--- src/rtl/int_request_ctrl_pkg.sv ---
// Shared definitions for the interrupt request controller: MMIO word offsets,
// handshake FSM state encodings, enable/disable levels and the priority helper.
package int_request_ctrl_pkg;

   // MMIO word offsets inside the 4-word register window
   localparam logic [1:0] INTC_ADDR_PENDING = 2'd0;
   localparam logic [1:0] INTC_ADDR_MASK    = 2'd1;
   localparam logic [1:0] INTC_ADDR_ACTIVE  = 2'd2;

   // Generic enable/disable levels reused across the board I/O blocks
   localparam logic ENABLE  = 1'b1;
   localparam logic DISABLE = 1'b0;

   // Bit position of the "request outstanding" flag in the ACTIVE register
   localparam int ACTIVE_REQ_BIT = 8;

   // Handshake FSM state encodings
   typedef enum logic [1:0] {
      INTC_IDLE = 2'd0,
      INTC_REQ  = 2'd1,
      INTC_HOLD = 2'd2
   } intc_state_t;

   // Priority encoder: index of the lowest set bit (index 0 = highest priority).
   // Returns 0 for an all-zero vector; callers qualify with a separate any-bit test.
   function automatic logic [2:0] lowest_set(input logic [7:0] vec);
      logic [2:0] idx;
      idx = 3'd0;
      for (int i = 7; i >= 0; i--) begin
         if (vec[i]) begin
            idx = 3'(i);
         end else begin
            idx = idx;
         end
      end
      return idx;
   endfunction

endpackage

--- src/rtl/int_src_sync.sv ---
// Per-source input conditioning: a SYNC_STAGES-deep synchroniser for a raw
// asynchronous interrupt line followed by a single history flop, producing a
// one-cycle rise strobe when the synchronised level goes from 0 to 1.
module int_src_sync
   import int_request_ctrl_pkg::*;
#(
   parameter int SYNC_STAGES = 2
) (
   input  logic clk,
   input  logic reset,
   input  logic src,
   output logic rise
);

   logic [SYNC_STAGES-1:0] sync_r;
   logic                   prev_r;

   // Synchroniser shift chain plus previous-level flop for edge detection
   always_ff @(posedge clk or negedge reset) begin
      if (!reset) begin
         sync_r <= '0;
         prev_r <= DISABLE;
      end else begin
         sync_r <= {sync_r[SYNC_STAGES-2:0], src};
         prev_r <= sync_r[SYNC_STAGES-1];
      end
   end

   // Rising edge of the synchronised level; feeds the pending latch directly
   always_comb begin
      rise = sync_r[SYNC_STAGES-1] & ~prev_r;
   end

endmodule

--- src/rtl/int_request_ctrl.sv ---
// Requester side of the CPU interrupt handshake. Raw sources are synchronised
// and edge-detected, captured into PENDING, gated by MASK and prioritised
// (lowest index wins). A three-state FSM raises INT towards CP0, freezes the
// chosen int_id until the INT_ACK pulse retires it, and then holds INT low for
// HOLDOFF cycles so CP0 always sees a low level between two requests.
// A small MMIO window exposes PENDING (W1C), MASK (R/W) and ACTIVE (RO).
module int_request_ctrl
   import int_request_ctrl_pkg::*;
#(
   parameter int N_SRC       = 4,
   parameter int SYNC_STAGES = 2,
   parameter int HOLDOFF     = 2
) (
   input  logic             clk,
   input  logic             reset,
   input  logic [N_SRC-1:0] irq_src,
   output logic             INT,
   input  logic             INT_ACK,
   output logic [2:0]       int_id,
   input  logic [1:0]       bus_addr,
   input  logic             bus_we,
   input  logic [31:0]      bus_wdata,
   output logic [31:0]      bus_rdata
);

   localparam int               CNT_W        = $clog2(HOLDOFF + 1);
   localparam logic [CNT_W-1:0] HOLDOFF_INIT = CNT_W'(HOLDOFF);
   localparam logic [CNT_W-1:0] CNT_ONE      = CNT_W'(1'b1);
   localparam logic [N_SRC-1:0] SRC_ONE      = N_SRC'(1'b1);

   // Edge strobes from the per-source conditioners
   logic [N_SRC-1:0] rise;

   // Register state
   logic [N_SRC-1:0] pending_r;
   logic [N_SRC-1:0] mask_r;
   intc_state_t      state_r;
   logic             int_r;
   logic [2:0]       id_r;
   logic [CNT_W-1:0] cnt_r;

   // Next-state values
   logic [N_SRC-1:0] pending_nxt;
   logic [N_SRC-1:0] mask_nxt;
   intc_state_t      state_nxt;
   logic             int_nxt;
   logic [2:0]       id_nxt;
   logic [CNT_W-1:0] cnt_nxt;

   // Decoded control
   logic             w1c_sel;
   logic             mask_sel;
   logic             ack_take;
   logic [N_SRC-1:0] id_onehot;
   logic [N_SRC-1:0] pending_clr;
   logic [N_SRC-1:0] eligible;
   logic             any_eligible;
   logic [2:0]       winner;
   logic             still_valid;

   // Write-data bits above the source field have no storage behind them
   logic             unused_wdata;
   assign unused_wdata = ^bus_wdata;

   genvar g;
   generate
      for (g = 0; g < N_SRC; g++) begin : g_src
         int_src_sync #(
            .SYNC_STAGES(SYNC_STAGES)
         ) u_sync (
            .clk   (clk),
            .reset (reset),
            .src   (irq_src[g]),
            .rise  (rise[g])
         );
      end
   endgenerate

   // Bus decode, pending/mask next values and the prioritised winner
   always_comb begin
      w1c_sel      = bus_we & (bus_addr == INTC_ADDR_PENDING);
      mask_sel     = bus_we & (bus_addr == INTC_ADDR_MASK);
      // An ack only counts while a request is actually outstanding
      ack_take     = INT_ACK & (state_r == INTC_REQ);
      id_onehot    = SRC_ONE << id_r;
      pending_clr  = (ack_take ? id_onehot : '0) |
                     (w1c_sel ? bus_wdata[N_SRC-1:0] : '0);
      // A fresh edge beats any clear of the same bit in the same cycle
      pending_nxt  = (pending_r & ~pending_clr) | rise;
      mask_nxt     = mask_sel ? bus_wdata[N_SRC-1:0] : mask_r;
      eligible     = pending_r & mask_r;
      any_eligible = |eligible;
      winner       = lowest_set(8'(eligible));
      // The frozen request stays valid only while its source stays pending and enabled
      still_valid  = |(pending_nxt & mask_nxt & id_onehot);
   end

   // Pending and mask storage
   always_ff @(posedge clk or negedge reset) begin
      if (!reset) begin
         pending_r <= '0;
         mask_r    <= '1;
      end else begin
         pending_r <= pending_nxt;
         mask_r    <= mask_nxt;
      end
   end

   // FSM state register together with the registered INT/int_id/holdoff outputs
   always_ff @(posedge clk or negedge reset) begin
      if (!reset) begin
         state_r <= INTC_IDLE;
         int_r   <= DISABLE;
         id_r    <= 3'd0;
         cnt_r   <= '0;
      end else begin
         state_r <= state_nxt;
         int_r   <= int_nxt;
         id_r    <= id_nxt;
         cnt_r   <= cnt_nxt;
      end
   end

   // Next-state logic of the request handshake
   always_comb begin
      state_nxt = state_r;
      case (state_r)
         INTC_IDLE: begin
            if (any_eligible) begin
               state_nxt = INTC_REQ;
            end else begin
               state_nxt = INTC_IDLE;
            end
         end
         INTC_REQ: begin
            if (ack_take) begin
               state_nxt = INTC_HOLD;
            end else if (!still_valid) begin
               state_nxt = INTC_IDLE;
            end else begin
               state_nxt = INTC_REQ;
            end
         end
         INTC_HOLD: begin
            if (cnt_r <= CNT_ONE) begin
               state_nxt = INTC_IDLE;
            end else begin
               state_nxt = INTC_HOLD;
            end
         end
         default: begin
            state_nxt = INTC_IDLE;
         end
      endcase
   end

   // Output logic: INT level, id latch on request entry, holdoff down-counter
   always_comb begin
      int_nxt = (state_nxt == INTC_REQ) ? ENABLE : DISABLE;
      id_nxt  = id_r;
      cnt_nxt = '0;
      case (state_r)
         INTC_IDLE: begin
            if (any_eligible) begin
               id_nxt = winner;
            end else begin
               id_nxt = id_r;
            end
         end
         INTC_REQ: begin
            if (ack_take) begin
               cnt_nxt = HOLDOFF_INIT;
            end else begin
               cnt_nxt = '0;
            end
         end
         INTC_HOLD: begin
            if (cnt_r > CNT_ONE) begin
               cnt_nxt = cnt_r - CNT_ONE;
            end else begin
               cnt_nxt = '0;
            end
         end
         default: begin
            id_nxt  = id_r;
            cnt_nxt = '0;
         end
      endcase
   end

   // MMIO read mux; unused and reserved bits read as zero
   always_comb begin
      bus_rdata = 32'd0;
      case (bus_addr)
         INTC_ADDR_PENDING: begin
            bus_rdata = 32'(pending_r);
         end
         INTC_ADDR_MASK: begin
            bus_rdata = 32'(mask_r);
         end
         INTC_ADDR_ACTIVE: begin
            bus_rdata[ACTIVE_REQ_BIT] = (state_r == INTC_REQ);
            bus_rdata[2:0]            = id_r;
         end
         default: begin
            bus_rdata = 32'd0;
         end
      endcase
   end

   assign INT    = int_r;
   assign int_id = id_r;

endmodule

--- config.mk ---
export PLATFORM = sky130hd
export DESIGN_NAME = int_request_ctrl
export DESIGN_NICKNAME = d
export VERILOG_FILES = /design/src/rtl/int_request_ctrl_pkg.sv /design/src/rtl/int_src_sync.sv /design/src/rtl/int_request_ctrl.sv
export SDC_FILE = /design/constraint.sdc
export NUM_CORES = 1
export LEC_CHECK = 0
export ABC_AREA = 1
export CORE_ASPECT_RATIO = 0.6
export CORE_MARGIN = 5
export CORE_UTILIZATION = 55
export DETAILED_ROUTE_END_ITERATION = 8
export DONT_BUFFER_PORTS = 1
export HOLD_SLACK_MARGIN = 0.1
export PLACE_DENSITY = 0.72
export SYNTH_ARGS = -nofsm -noshare
export SYNTH_HDL_FRONTEND = slang
export SYNTH_SLANG_ARGS = --single-unit
--- constraint.sdc ---
create_clock -name clk -period 1.9 [get_ports clk]
set_input_delay 0.19 -clock clk [delete_from_list [all_inputs] [get_ports clk]]
set_output_delay 0.19 -clock clk [all_outputs]
set_load 0.02 [all_outputs]
==> flow_summary.rst <==
.. list-table::
   :header-rows: 1

   * - Metric
     - Value
   * - Number of distinct standard cells referenced by the synthesized netlist
     - 19
   * - CTS tree
     - yes
   * - Worst Setup Slack post-DPL
     - 218.4 ps
   * - Cell type with the highest occurrence count on the critical path
     - sky130_fd_sc_hd__nand2_1
   * - HP Class
     - input pin to flip-flop
   * - Maximum number of buffers from clock root to sink
     - 2
   * - IR drop worst, VDD
     - 783.7 µV
   * - Longest individual stage delay on the worst path
     - 410 ps
   * - Die Ht
     - 49.69 µm
   * - Met3 track utilization from global routing
     - 6.545%
   * - Post-route fraction of the period consumed by the critical path
     - 89.86%
   * - Slowest stage cell on the critical path
     - sky130_fd_sc_hd__dfrtp_1
   * - Met2 demand-to-capacity share in global routing
     - 21.45%
   * - Number of hold violations in the final report
     - 0
   * - Postcts setup bufs
     - 0
   * - Most area-hungry cell type in the Yosys netlist
     - sky130_fd_sc_hd__dfrtp_1
   * - Internal power component
     - 1.051 mW
   * - Number of maximum-capacitance violations
     - 0
   * - Pre-antenna DRT Iters
     - 6
   * - Worst-path maximum fanout
     - 4
   * - Sequential element share of the synthesized area
     - 47.14%
   * - Area of the mapped netlist
     - 0.001444 mm²
   * - Count of unresolved DRC violations after routing
     - 0
   * - Most frequent cells in the layout
     - 41 x sky130_fd_sc_hd__nand2_1, 31 x sky130_fd_sc_hd__inv_1, 28 x sky130_fd_sc_hd__conb_1
   * - Post-detailed-routing wire length
     - 2.718 mm
   * - Clock skew after layout
     - 6.183 ps
   * - Pwr per Cell Area
     - 1164 mW/mm²
   * - Most used routing layer in global routing
     - met2
   * - Switching power share of the total
     - 41.33%
   * - Final-report setup violation count
     - 0
   * - Area Overhead vs Synth
     - 6.586%
   * - Met1 track demand over resource in global routing
     - 19.61%
   * - Mean post-synth cell area
     - 8.251 µm²
   * - Share of power burned in the clock network
     - 18.1%
   * - Kind of end point of the critical path
     - flip-flop
   * - Final #Nets
     - 236
   * - Root buffer cell
     - sky130_fd_sc_hd__clkbuf_8
   * - Maximum number of pins on one net before global-route repair
     - 28
   * - Share of power burned in registers
     - 46.6%
   * - Number of clock sinks seen by CTS
     - 27
   * - Die ar.
     - 0.003784 mm²
   * - Standby leakage power
     - 0.8484 nW
   * - First element of the critical path
     - state_r[1]
   * - Slew Limit Fails
     - 0
   * - FP Rows
     - 14
   * - Relative contribution of combinational cells to total power
     - 35.3%
   * - Worst Setup Slack, final
     - 192.7 ps
   * - Area contributors post-synth
     - sky130_fd_sc_hd__dfrtp_1 40%, sky130_fd_sc_hd__buf_4 15%, sky130_fd_sc_hd__nand2_1 11%
   * - Rel. slew slack
     - 64.56%
   * - Number of standard cells after synthesis
     - 175
   * - Number of top-level pins
     - 78
   * - CP arrival
     - 1880 ps
   * - Die X
     - 76.15 µm
   * - Antenna violations before repair
     - 0
   * - Sum of net half-perimeters after detailed placement
     - 2.137 mm
   * - Via count of the routed design
     - 1036
   * - Switching power of the nets
     - 0.7405 mW
   * - Total track usage
     - 14.32%
   * - Maximum operating frequency
     - 585.7 MHz
   * - Worst Path Required
     - 2070 ps
   * - Grt total ovfl
     - 0
   * - Setup repair after global routing missed its margin
     - no
   * - Core outline area
     - 0.002505 mm²
   * - FF+latch count, synth
     - 27
   * - Final weighted congestion in routability-driven placement
     - 0.8795
   * - Hold path start
     - bus_addr[0]
   * - Total of buffers placed on input and output ports
     - 0
   * - Global-route wire length before repair
     - 4.305 mm
   * - Share of layout cells above drive strength 1
     - 9.524%
   * - Critical path startpoint category
     - flip-flop
   * - Clock input transition at the sequential cells of the worst setup and hold paths
     - 90 ps
   * - Shortest clock period the worst path allows after layout
     - 1707 ps
   * - Sum Neg Setup Slack
     - 0 ps
   * - Startpoint of the worst-slack reg-to-reg timing path
     - state_r[1]
   * - Final core utilization
     - 61.44%
   * - Inserted Clock Buffers
     - 3
   * - Area share of the largest cell type after synthesis
     - 39.86%
   * - Leading cell type in the layout, fill and taps excluded
     - sky130_fd_sc_hd__nand2_1
   * - Outcome
     - complete, no violations
   * - 1st-iter DRT viols
     - 48
   * - Slew at the pin closest to its max-slew limit
     - 541.3 ps
   * - Starting utilization of the core area
     - 57.64%
   * - Synth warn
     - 0
   * - Mean routed wirelength per cell
     - 12.30 µm
   * - Via count of the first global-routing pass
     - 910
   * - CTS H-Tree Depth
     - 1
   * - Critical path type
     - flip-flop to flip-flop
   * - Cell Chain, Critical Path
     - inv_1 > ha_1 > nand2_1 > inv_1 > nand2_1 > nand3_1 > nand2_1 > nand2_1 > nand2_1 > o21ai_1 > nand2_1 > nand2_2 > inv_1
   * - Clk_lat worst skew
     - 270 ps
   * - Vias per Instance
     - 4.688
   * - Number of diodes
     - 0
   * - Remaining antenna violation count after routing
     - 0
## cell type report
| type | count | area, µm² |
|---|---|---|
| clock inverter | 1 | 7.507 |
| sequential | 27 | 680.7 |
| timing repair buffer | 11 | 115.1 |
| inverter | 32 | 120.1 |
| tap | 32 | 40.04 |
| clock buffer | 3 | 41.29 |
| multi-input combinational | 115 | 534.3 |
| fill | 221 | 965.9 |
## registers in the layout (all words and copies together) (netlist names)
register / count
g_src.u_sync.sync_r: 8
g_src.u_sync.prev_r: 4
mask_r: 4
pending_r: 4
cnt_r: 2
int_id: 2
state_r: 2
INT: 1
## critical path, delay by kind of cell (launching register included)
kind / cells / cell delay (ps)
adder cells (fa/ha/maj): 1 / 190
flip-flops: 1 / 410
buffers and inverters: 3 / 270
AO/OA/AOI/OAI: 1 / 130
AND/OR/NAND/NOR: 8 / 600
## per-layer routing
metal	part of all wire (%)	vias to the layer above
met2	40	67
met5	0	-
met4	0.29	0
li1	-	503
met1	46	464
met3	14	2
## worst paths after layout
check | endpoint | slack (ps) | cells past startpoint
setup / recovery | state_r[0] | 190 | 13
hold / removal | mask_r[1] | 120 | 3
setup reg to reg | state_r[0] | 190 | 13
hold reg to reg | g_src[3].u_sync.sync_r[1] | 360 | 0
max in group asynchronous | mask_r[3] | 1340 | 2
min in group asynchronous | g_src[2].u_sync.sync_r[1] | 330 | 2
## cells in the mapped netlist
| cell type | count |
|---|---|
| sky130_fd_sc_hd__nand3_1 | 11 |
| sky130_fd_sc_hd__dfrtp_1 | 23 |
| sky130_fd_sc_hd__nand4_1 | 2 |
| sky130_fd_sc_hd__nand2_2 | 2 |
| sky130_fd_sc_hd__inv_1 | 31 |
| sky130_fd_sc_hd__conb_1 | 1 |
| sky130_fd_sc_hd__ha_1 | 4 |
| sky130_fd_sc_hd__nand3_2 | 1 |
| sky130_fd_sc_hd__inv_2 | 1 |
| sky130_fd_sc_hd__nor2_4 | 1 |
| sky130_fd_sc_hd__nand2_1 | 41 |
| sky130_fd_sc_hd__nor3b_1 | 1 |
| sky130_fd_sc_hd__o21ai_0 | 6 |
| sky130_fd_sc_hd__o221ai_1 | 2 |
| sky130_fd_sc_hd__nor2_1 | 11 |
| sky130_fd_sc_hd__o21ai_1 | 3 |
| sky130_fd_sc_hd__nor2_2 | 2 |
| sky130_fd_sc_hd__dfstp_2 | 4 |
| sky130_fd_sc_hd__buf_4 | 28 |
## metrics by stage
stage / instance area (µm²) / std cells / total power [mW] / hold WS, ps
after floorplan: 1545 / 202 / 1.338 / -105.6
final: 1539 / 221 / 1.792 / 119.3
after global placement: 1390 / 208 / 1.410 / -105.0
after detailed placement: 1390 / 208 / 1.436 / -105.1
after global routing: 1539 / 221 / 1.932 / 141.1
after CTS: 1539 / 221 / 1.791 / 111.4
## power groups by stage
stage / clock network [mW] / logic, mW / registers (mW)
4_1_cts: 0.334 / 0.625 / 0.832
3_5_place_dp: 0 / 0.593 / 0.843
2_1_floorplan: 0 / 0.526 / 0.812
6_report: 0.324 / 0.632 / 0.835
5_1_grt: 0.360 / 0.717 / 0.855
3_3_place_gp: 0 / 0.571 / 0.839
## logic make-up (layout without fill, tap and decap cells)
logic type / Yosys count / in the layout / synth area share, %
buffers and inverters: 60 / 47 / 22.88
AO/OA/AOI/OAI: 11 / 11 / 4.333
adder cells (fa/ha/maj): 4 / 4 / 3.466
other: 1 / 28 / 0.2597
AND/OR/NAND/NOR: 72 / 72 / 21.92
flip-flops: 27 / 27 / 47.14
## what timing repair did
item / in CTS / in global routing
hold buffers: 9 / 0
gates resized for setup: 0 / 0
endpoints found under the hold margin: 34 / 0
Note: power is estimated with default switching activity, not from simulation.
